`src/rtl/r4_mul_pkg.sv`:
```
// Shared types for the radix-4 Booth sequential multiplier: FSM states,
// recoded digit encoding and the iteration count helper.
package r4_mul_pkg;

    typedef enum logic [1:0] {
        IDLE,
        CALC,
        DONE
    } state_t;

    // Booth digit as magnitude select plus sign: one -> |X|, two -> 2|X|.
    typedef struct packed {
        logic neg;
        logic one;
        logic two;
    } booth_digit_t;

    // One digit per multiplier bit pair, plus one extra digit so that
    // zero-extended unsigned operands recode exactly.
    function automatic int n_iter(input int dwidth);
        return dwidth / 2 + 1;
    endfunction

endpackage

```
`src/rtl/booth_r4_enc.sv`:
```
// Radix-4 Booth recoder: {y[2i+1], y[2i], y[2i-1]} -> {neg, one, two}.
module booth_r4_enc
    import r4_mul_pkg::*;
(
    input  logic [2:0] bits,
    output logic       neg,
    output logic       one,
    output logic       two
);

    booth_digit_t digit;

    always_comb begin
        // NOTE: every always_comb output gets a default first, so no path
        // through the case can leave it unassigned and infer a latch.
        digit = '0;
        case (bits)
            3'b001, 3'b010: digit.one = 1'b1;
            3'b011:         digit.two = 1'b1;
            3'b100:         begin digit.neg = 1'b1; digit.two = 1'b1; end
            3'b101, 3'b110: begin digit.neg = 1'b1; digit.one = 1'b1; end
            default:        digit = '0;
        endcase
    end

    assign neg = digit.neg;
    assign one = digit.one;
    assign two = digit.two;

endmodule

```
`src/rtl/r4_booth_seq_mul.sv`:
```
// Sequential radix-4 Booth multiplier, signed or unsigned per operation,
// with valid/ready handshakes on both the operand and the product side.
module r4_booth_seq_mul
    import r4_mul_pkg::*;
#(
    parameter int DWIDTH = 8,
    parameter int OWIDTH = 2 * DWIDTH
) (
    input  logic              clk,
    input  logic              rstn,
    input  logic              i_valid,
    output logic              i_ready,
    input  logic              i_signed,
    input  logic [DWIDTH-1:0] Xin,
    input  logic [DWIDTH-1:0] Yin,
    output logic              o_valid,
    input  logic              o_ready,
    output logic [OWIDTH-1:0] Zout,
    output logic              busy
);

    localparam int N_ITER = n_iter(DWIDTH);
    localparam int CW     = $clog2(N_ITER + 1);
    localparam int HW     = DWIDTH + 3;   // accumulator upper half / partial product
    localparam int LW     = 2 * N_ITER;   // bits shifted out over the whole operation
    localparam int AW     = HW + LW;

    state_t              state;
    logic [CW-1:0]       cnt;
    logic [DWIDTH:0]     x_reg;
    logic [DWIDTH+2:0]   y_reg;   // {extended Y, y[-1]}
    logic [AW-1:0]       acc;

    booth_digit_t        digit;
    logic [HW-1:0]       pp;
    logic [HW-1:0]       pp_add;
    logic [HW-1:0]       sum;
    logic [AW-1:0]       acc_next;

    booth_r4_enc u_enc (
        .bits (y_reg[2:0]),
        .neg  (digit.neg),
        .one  (digit.one),
        .two  (digit.two)
    );

    // Negative digits use one's complement with the +1 as adder carry-in.
    always_comb begin
        pp = '0;
        if (digit.two)
            pp = {x_reg[DWIDTH], x_reg, 1'b0};
        else if (digit.one)
            pp = {{2{x_reg[DWIDTH]}}, x_reg};
        pp_add   = digit.neg ? ~pp : pp;
        sum      = acc[AW-1:LW] + pp_add + HW'(digit.neg);
        acc_next = $signed({sum, acc[LW-1:0]}) >>> 2;
    end

    assign i_ready = (state == IDLE) && rstn;
    assign busy    = (state != IDLE);

    always_ff @(posedge clk) begin
        // NOTE: sequential state is updated only with non-blocking assignments
        // so every register samples the values from before this edge.
        if (!rstn) begin
            state   <= IDLE;
            cnt     <= '0;
            x_reg   <= '0;
            y_reg   <= '0;
            acc     <= '0;
            Zout    <= '0;
            o_valid <= 1'b0;
        end else begin
            case (state)
                IDLE: begin
                    if (i_valid) begin
                        x_reg <= {i_signed & Xin[DWIDTH-1], Xin};
                        y_reg <= {{2{i_signed & Yin[DWIDTH-1]}}, Yin, 1'b0};
                        acc   <= '0;
                        cnt   <= '0;
                        state <= CALC;
                    end
                end
                CALC: begin
                    acc   <= acc_next;
                    y_reg <= {{2{y_reg[DWIDTH+2]}}, y_reg[DWIDTH+2:2]};
                    cnt   <= cnt + 1'b1;
                    if (cnt == CW'(N_ITER - 1)) begin
                        Zout    <= acc_next[OWIDTH-1:0];
                        o_valid <= 1'b1;
                        state   <= DONE;
                    end
                end
                DONE: begin
                    if (o_ready) begin
                        o_valid <= 1'b0;
                        state   <= IDLE;
                    end
                end
                default: state <= IDLE;
            endcase
        end
    end

endmodule

```
`config.mk`:
```
export PLATFORM = sky130hd
export DESIGN_NAME = r4_booth_seq_mul
export DESIGN_NICKNAME = d
export VERILOG_FILES = /design/src/rtl/r4_mul_pkg.sv /design/src/rtl/booth_r4_enc.sv /design/src/rtl/r4_booth_seq_mul.sv
export SDC_FILE = /design/constraint.sdc
export NUM_CORES = 1
export LEC_CHECK = 0
export ABC_AREA = 1
export CAP_MARGIN = 20
export CORE_MARGIN = 8
export CORE_UTILIZATION = 30
export DETAILED_ROUTE_END_ITERATION = 16
export GPL_TIMING_DRIVEN = 0
export SLEW_MARGIN = 20
export SYNTH_ARGS = -nofsm -noshare
export SYNTH_HDL_FRONTEND = slang
export SYNTH_HIERARCHICAL = 1
export SYNTH_SLANG_ARGS = --single-unit
export TNS_END_PERCENT = 100
```
`constraint.sdc`:
```
create_clock -name clk -period 7.5 [get_ports clk]
set_clock_uncertainty 0.2 [all_clocks]
set_input_delay 0.75 -clock clk [delete_from_list [all_inputs] [get_ports clk]]
set_output_delay 0.75 -clock clk [all_outputs]
set_load 0.01 [all_outputs]
```
==> results of run 1 <==
-- power groups by stage --
| stage | sequential (uW) | clock [uW] | combinational [uW] |
|---|---|---|---|
| CTS | 341 | 246 | 177 |
| finish | 341 | 240 | 177 |
| global route | 343 | 258 | 199 |
| floorplan | 344 | 0 | 127 |
| detailed placement | 348 | 0 | 176 |
| global placement | 347 | 0 | 175 |
-- worst reg2reg max path, stage by stage (launching register included) --
cell	delay, ps
dfxtp_1	400
inv_1	80
nand3_1	60
nand2_1	110
inv_2	140
clkbuf_1	290
nand2_1	80
o21ai_0	100
xor2_1	230
ha_1	330
a21oi_1	220
nand2_1	130
a21oi_1	170
xnor2_1	220
nand2_1	100
a21oi_1	130
-- logic make-up (layout without fill, tap and decap cells) --
logic type	after synthesis	after routing	share of synthesized area
DFF	59	59	0.395
adders and majority gates	12	12	0.0528
and+or+nand+nor	192	192	0.271
xor gates and xnor gates	13	13	0.0381
AOI/OAI and AO/OA	90	90	0.160
buffers and inverters	54	109	0.0830
-- per-stage QoR --
| stage | util | worst slack (ps) | power, uW |
|---|---|---|---|
| global route | 0.380 | 3650 | 801 |
| global placement | 0.364 | 3790 | 522 |
| finish | 0.380 | 3760 | 758 |
| CTS | 0.380 | 3760 | 764 |
| detailed placement | 0.364 | 3760 | 524 |
| floorplan | - | 4920 | 471 |
-- worst paths after layout --
path,start,end,cells past startpoint
setup reg to reg,y_reg[2],Zout[14],15
hold reg to reg,Zout[6],Zout[6],2
hold / removal,Zout[6],Zout[6],2
setup / recovery,rstn,i_ready,5
-- layout by cell type, fill, tap and decap left out, drive strengths merged, types with 20 or more instances in the layout --
cell           instances
clkdlybuf4s50         39
a21oi                 47
o21ai                 28
inv                   35
nor2                  37
nand2                127
dfxtp                 59
clkbuf                20
nand3                 20
-- routing by layer --
layer | track usage | vias to the layer above
met5 | 0 | -
met4 | 0.0346 | 0
met3 | 0.0360 | 9
met2 | 0.208 | 39
met1 | 0.140 | 1285
li1 | - | 1466
-- final cells by class --
| class | count | area [sq um] |
|---|---|---|
| plain buffers | 18 | 113 |
| clock buffers | 13 | 139 |
| clock inverters | 3 | 15.0 |
| fillers | 1064 | 6030 |
| inverters | 36 | 135 |
| multi-input cells | 307 | 1560 |
| flip-flops and latches | 59 | 1180 |
| well taps | 133 | 166 |
| repair buffers | 39 | 390 |
==> impl_metrics.yaml, run 1 <==
placed_design:
  gp_congestion: 0.855
  hpwl_mm: 6.02
  io_buffers: 39
  dpl-instance-area_sq_um: 3540
  placed_cells: 592
cells_and_area:
  largest_reg_flops: 17
  nets: 503
  drive_gt1_frac: 0.0800
  n_antenna_cell: 0
  fin_area_sq_um: 3700
  fin_cells: 608
  area_growth_pct: 23.8
logic_synthesis:
  yosysSeqAreaShare: 0.395
  async_flop_share: 0
  ys_ff_latch: 59
  synth-edff-count: 0
  syn_avg_cell_area_sq_um: 7.11
  ys_warn_count: 6
  synthCells: 420
  syn-cell-area_sq_um: 2990
  synth_most_common_cell: "nand2_1"
  yosys-top-cells-count: "nand2_1, dfxtp_1, a21oi_1, nor2_1, inv_1"
  synth_nets: 453
  synth_top_area_frac: 0.395
  yosys-top-cells-area: "dfxtp_1, nand2_1, a21oi_1, ha_1, o21ai_0"
  ys_types: 34
  synth_ff_type: "dfxtp_1"
  yosysTopAreaCell: "dfxtp_1"
cts:
  cts_tree: "done"
  path_clk_slew_ps: 60
  clk_path_buf_depth: 2
  post-cts-setup-buffers: 0
  cts_sinks: 59
  clk_latency_ps: 330
  ctsResizeCount: 0
  cts_buffers: 9
  ctsHoldBuffers: 0
  clock_tree.root_cell: "clkbuf_8"
  ctsHtreeMaxLevel: 3
power:
  p_per_area_nw_per_um2: 205
  p_sw_frac: 0.320
  p_clk_frac: 0.317
  ir_drop_uv: 87.9
  p_leak_uw: 0.00153
  power_frac_comb: 0.233
  p_sw_uw: 243
  p_int_uw: 515
  p_seq_frac: 0.450
worst_setup_path:
  arrival_ps: 2790
  crit_required_ps: 6550
  rrSetupSlack_ps: 4440
  endpoint_kind: "primary output"
  cpPeakStageDelay_ps: 650
  path_class: "primary input to primary output"
  cp_top_family: "buffers and inverters"
  cp-start-kind: "primary input"
  crit_buf_inv: 4
  crit_fanout: 10
  cp_cell_sequence: "clkdlybuf4s50_1 > clkinv_1 > clkbuf_1 > nor2_1 > clkdlybuf4s50_1"
  crit_path_frequent_cell: "clkdlybuf4s50_1"
  crit_slowest_cell: "clkdlybuf4s50_1"
timing:
  fin_setup_tns_ps: 0
  finalSetupViolCount: 0
  slew_headroom: 0.584
  timing.hold.ws_ps: 258
  final_hold_viol_count: 0
  min_period_ps: 3740
  timing.fmax_mhz: 268
  timing.final.crit_share: 0.498
  rsz0062_at_grt: "no"
  slew_violations: 0
  tightest_slew_ps: 625
run_status:
  status: "finished clean"
floorplan:
  die_h_um: 116
  dieArea_sq_um: 13400
  initial_utilization: 0.307
  io_pins: 40
  die_x_um: 116
  num_rows: 36
  core_area_sq_um: 9730
global_routing:
  antenna_found_initial: 0
  grt-ovfl-total: 0
  grt_pass1_wl_mm: 12.9
  grt_pass1_vias: 2785
  grt_use_total: 0.120
  grt_start_max_net_pins: 11
routing:
  viasPerCell: 4.60
  via_count: 2799
  dr.pass1.iters: 4
  top_layer: "met4"
  wl_met2_mm: 3.70
  wl_per_cell_um: 12.6
  ant_nets: 0
  drt_iter0_markers: 115
  wl_met3_um: 327
  drt_wl_total_mm: 7.69
  drc_errors: 0
  wl_met1_mm: 3.59
min_path:
  hold_path.class: "register to register"
flow_run:
  cap_violations: 0
Power figures use the tool's default switching activity.
==> run 2, diff against run 1 <==
- clock period: 7.5 -> 3.7 ns (I/O delays scaled with it)
==> results of run 2 <==
The final DEF is identical to that of run 1. Status: finished clean.
Main changes from that run: setup slack after placement 3760 ps -> 641 ps; clock-pin slew on the worst setup and hold paths 60 ps -> 70 ps; setup slack after layout 3760 ps -> 641 ps; start point of the critical path rstn -> y_reg[2]; end point of the critical path i_ready -> Zout[14]; register-to-register setup slack 4440 ps -> 640 ps; total power 758 uW -> 1540 uW; worst IR drop on VDD 87.9 uV -> 178 uV
==> run 3, diff against run 2 <==
- clock period: 3.7 -> 2.5 ns (I/O delays scaled with it)
==> impl_metrics.yaml, run 3 (synthesized netlist as in run 1, its figures left out) <==
worst_setup_path:
  regToRegStartpoint: "y_reg[1]"
  crit_required_ps: 2500
  cp-start-kind: "register"
  cpPeakStageDelay_ps: 370
  path_class: "register to register"
  r2r_cells: 18
  cp_cell_sequence: "nand2_2 > inv_2 > nor2_1 > buf_4 > inv_4 > o21ai_2 > o21ai_2 > xor2_1 > ha_1 > nand2_2 > inv_2 > nand2_2 > nand3_2 > inv_2 > nand2_2 > or2_4 > nand3_2 > a21oi_2"
  endpoint_kind: "register"
  crit_slowest_cell: "ha_1"
  rrSetupSlack_ps: -140
  arrival_ps: 2640
  timing.rr.end: "acc[13]"
  crit_fanout: 8
  crit_path_frequent_cell: "nand2_2"
timing:
  min_period_ps: 2640
  tightest_slew_ps: 649
  final_hold_viol_count: 0
  timing.fmax_mhz: 379
  timing.final.crit_share: 1.06
  rsz0062_at_grt: "yes"
  finalSetupViolCount: 10
  setup_ws_ps: -141
  slew_headroom: 0.568
  slew_violations: 0
routing:
  via_count: 2862
  viasPerCell: 4.60
  drt_wl_total_mm: 8.14
  drc_errors: 0
  wl_per_cell_um: 13.1
  drt_iter0_markers: 132
  dr.pass1.iters: 4
  ant_nets: 0
min_path:
  hold_depth: 2
  hp-start: "o_valid"
  worstHoldEndpoint: "o_valid"
  hold_path.class: "register to register"
floorplan:
  die_h_um: 116
  num_rows: 36
  initial_utilization: 0.307
  dieArea_sq_um: 13400
  core_area_sq_um: 9730
  die_x_um: 116
  io_pins: 40
power:
  p_seq_frac: 0.380
  p_per_area_nw_per_um2: 666
  p_clk_frac: 0.354
  power_frac_comb: 0.267
  p_sw_uw: 806
  ir_drop_uv: 274
  p_int_uw: 1890
  p_leak_uw: 0.00167
  p_sw_frac: 0.298
global_routing:
  grt-ovfl-total: 0
  antenna_found_initial: 0
  grt_start_max_net_pins: 11
  grt_pass1_wl_mm: 13.5
  grt_use_total: 0.125
  grt_pass1_vias: 2851
cells_and_area:
  finish.utilization: 0.417
  nets: 517
  nFillCells: 1024
  largest_reg_flops: 17
  drive_gt1_frac: 0.204
  fin_area_sq_um: 4050
  n_antenna_cell: 0
  area_growth_pct: 35.7
  final_common_cell: "nand2_1"
  fin_cells: 622
  final_cell_mix: "nand2_1, dfxtp_1, a21oi_1"
placed_design:
  hpwl_mm: 6.00
  placed_cells: 592
  io_buffers: 39
  gp_congestion: 0.835
  dpl-instance-area_sq_um: 3560
run_status:
  violations: "negative setup slack"
  status: "finished with violations"
cts:
  cts_buffers: 9
  path_clk_slew_ps: 70
  ctsHtreeMaxLevel: 3
  ctsHoldBuffers: 0
  clock_tree.root_cell: "clkbuf_8"
  cts_sinks: 59
  cts_tree: "done"
  clk_latency_ps: 330
  clk_path_buf_depth: 2
flow_run:
  cap_violations: 0
run 3: changes by cell type in the layout (fill, tap and decap cells not counted), moves of 10 or more:
cell,change
buf_4,+13
nand2_1,-12
nand2_2,+12
o21ai_0,-10
run 3: repair_timing:
item	CTS	global route
setup buffers	8	5
pin swaps	18	21
setup endpoints to repair	14	15
resized for setup	27	38
gates cloned	1	0
run 3: cell type report:
| cell class | instances | area (sq um) | share of cell area |
|---|---|---|---|
| Clock inverter | 4 | 73.8 | 0.0182 |
| Buffer | 18 | 124 | 0.0306 |
| Inverter | 36 | 141 | 0.0349 |
| Tap cell | 133 | 166 | 0.0411 |
| Clock buffer | 12 | 145 | 0.0358 |
| Sequential cell | 59 | 1190 | 0.294 |
| Timing Repair Buffer | 53 | 498 | 0.123 |
| Multi-Input combinational cell | 307 | 1710 | 0.423 |
run 3: worst max-delay path by stage:
stage / startpoint / end / slack [ps] / depth (start not counted)
global placement: y_reg[1] / acc[13] / -260 / 17
finish: y_reg[1] / acc[13] / -140 / 18
detailed placement: y_reg[2] / Zout[14] / -300 / 15
floorplan: y_reg[1] / acc[13] / 4 / 18
CTS: y_reg[0] / Zout[14] / -80 / 15
global route: y_reg[1] / acc[17] / -390 / 18
run 3: critical path: cells and delay by family (launching register included):
kind	cells	cell delay, ps
compound gates	3	280
xor+xnor	1	150
fa+ha+maj	1	370
buf+inv	5	360
flops	1	350
simple gates	8	800
run 3: metrics by stage:
stage | setup WS, ps | hold slack, ps | setup TNS [ps] | power, uW
global route | -388 | 288 | -3260 | 2850
global placement | -262 | 253 | -2290 | 1570
CTS | -77.0 | 259 | -557 | 2630
finish | -141 | 264 | -807 | 2700
detailed placement | -302 | 253 | -2750 | 1580
floorplan | 4.26 | 188 | 0 | 1420
run 3: per-layer routing:
layer | up-vias | part of all wire | GRT usage
met2 | 58 | 0.49 | 0.219
met5 | - | 0 | 0
met3 | 9 | 0.057 | 0.0370
met4 | 0 | 0.011 | 0.0311
met1 | 1305 | 0.45 | 0.146
li1 | 1490 | - | -
run 3: power by group through the flow:
stage          clock (uW)  sequential (uW)  combinational (uW)
2_1_floorplan           0             1030                 385
3_3_place_gp            0             1040                 531
3_5_place_dp            0             1040                 535
4_1_cts               977             1020                 626
5_1_grt              1020             1030                 797
6_report              955             1030                 720
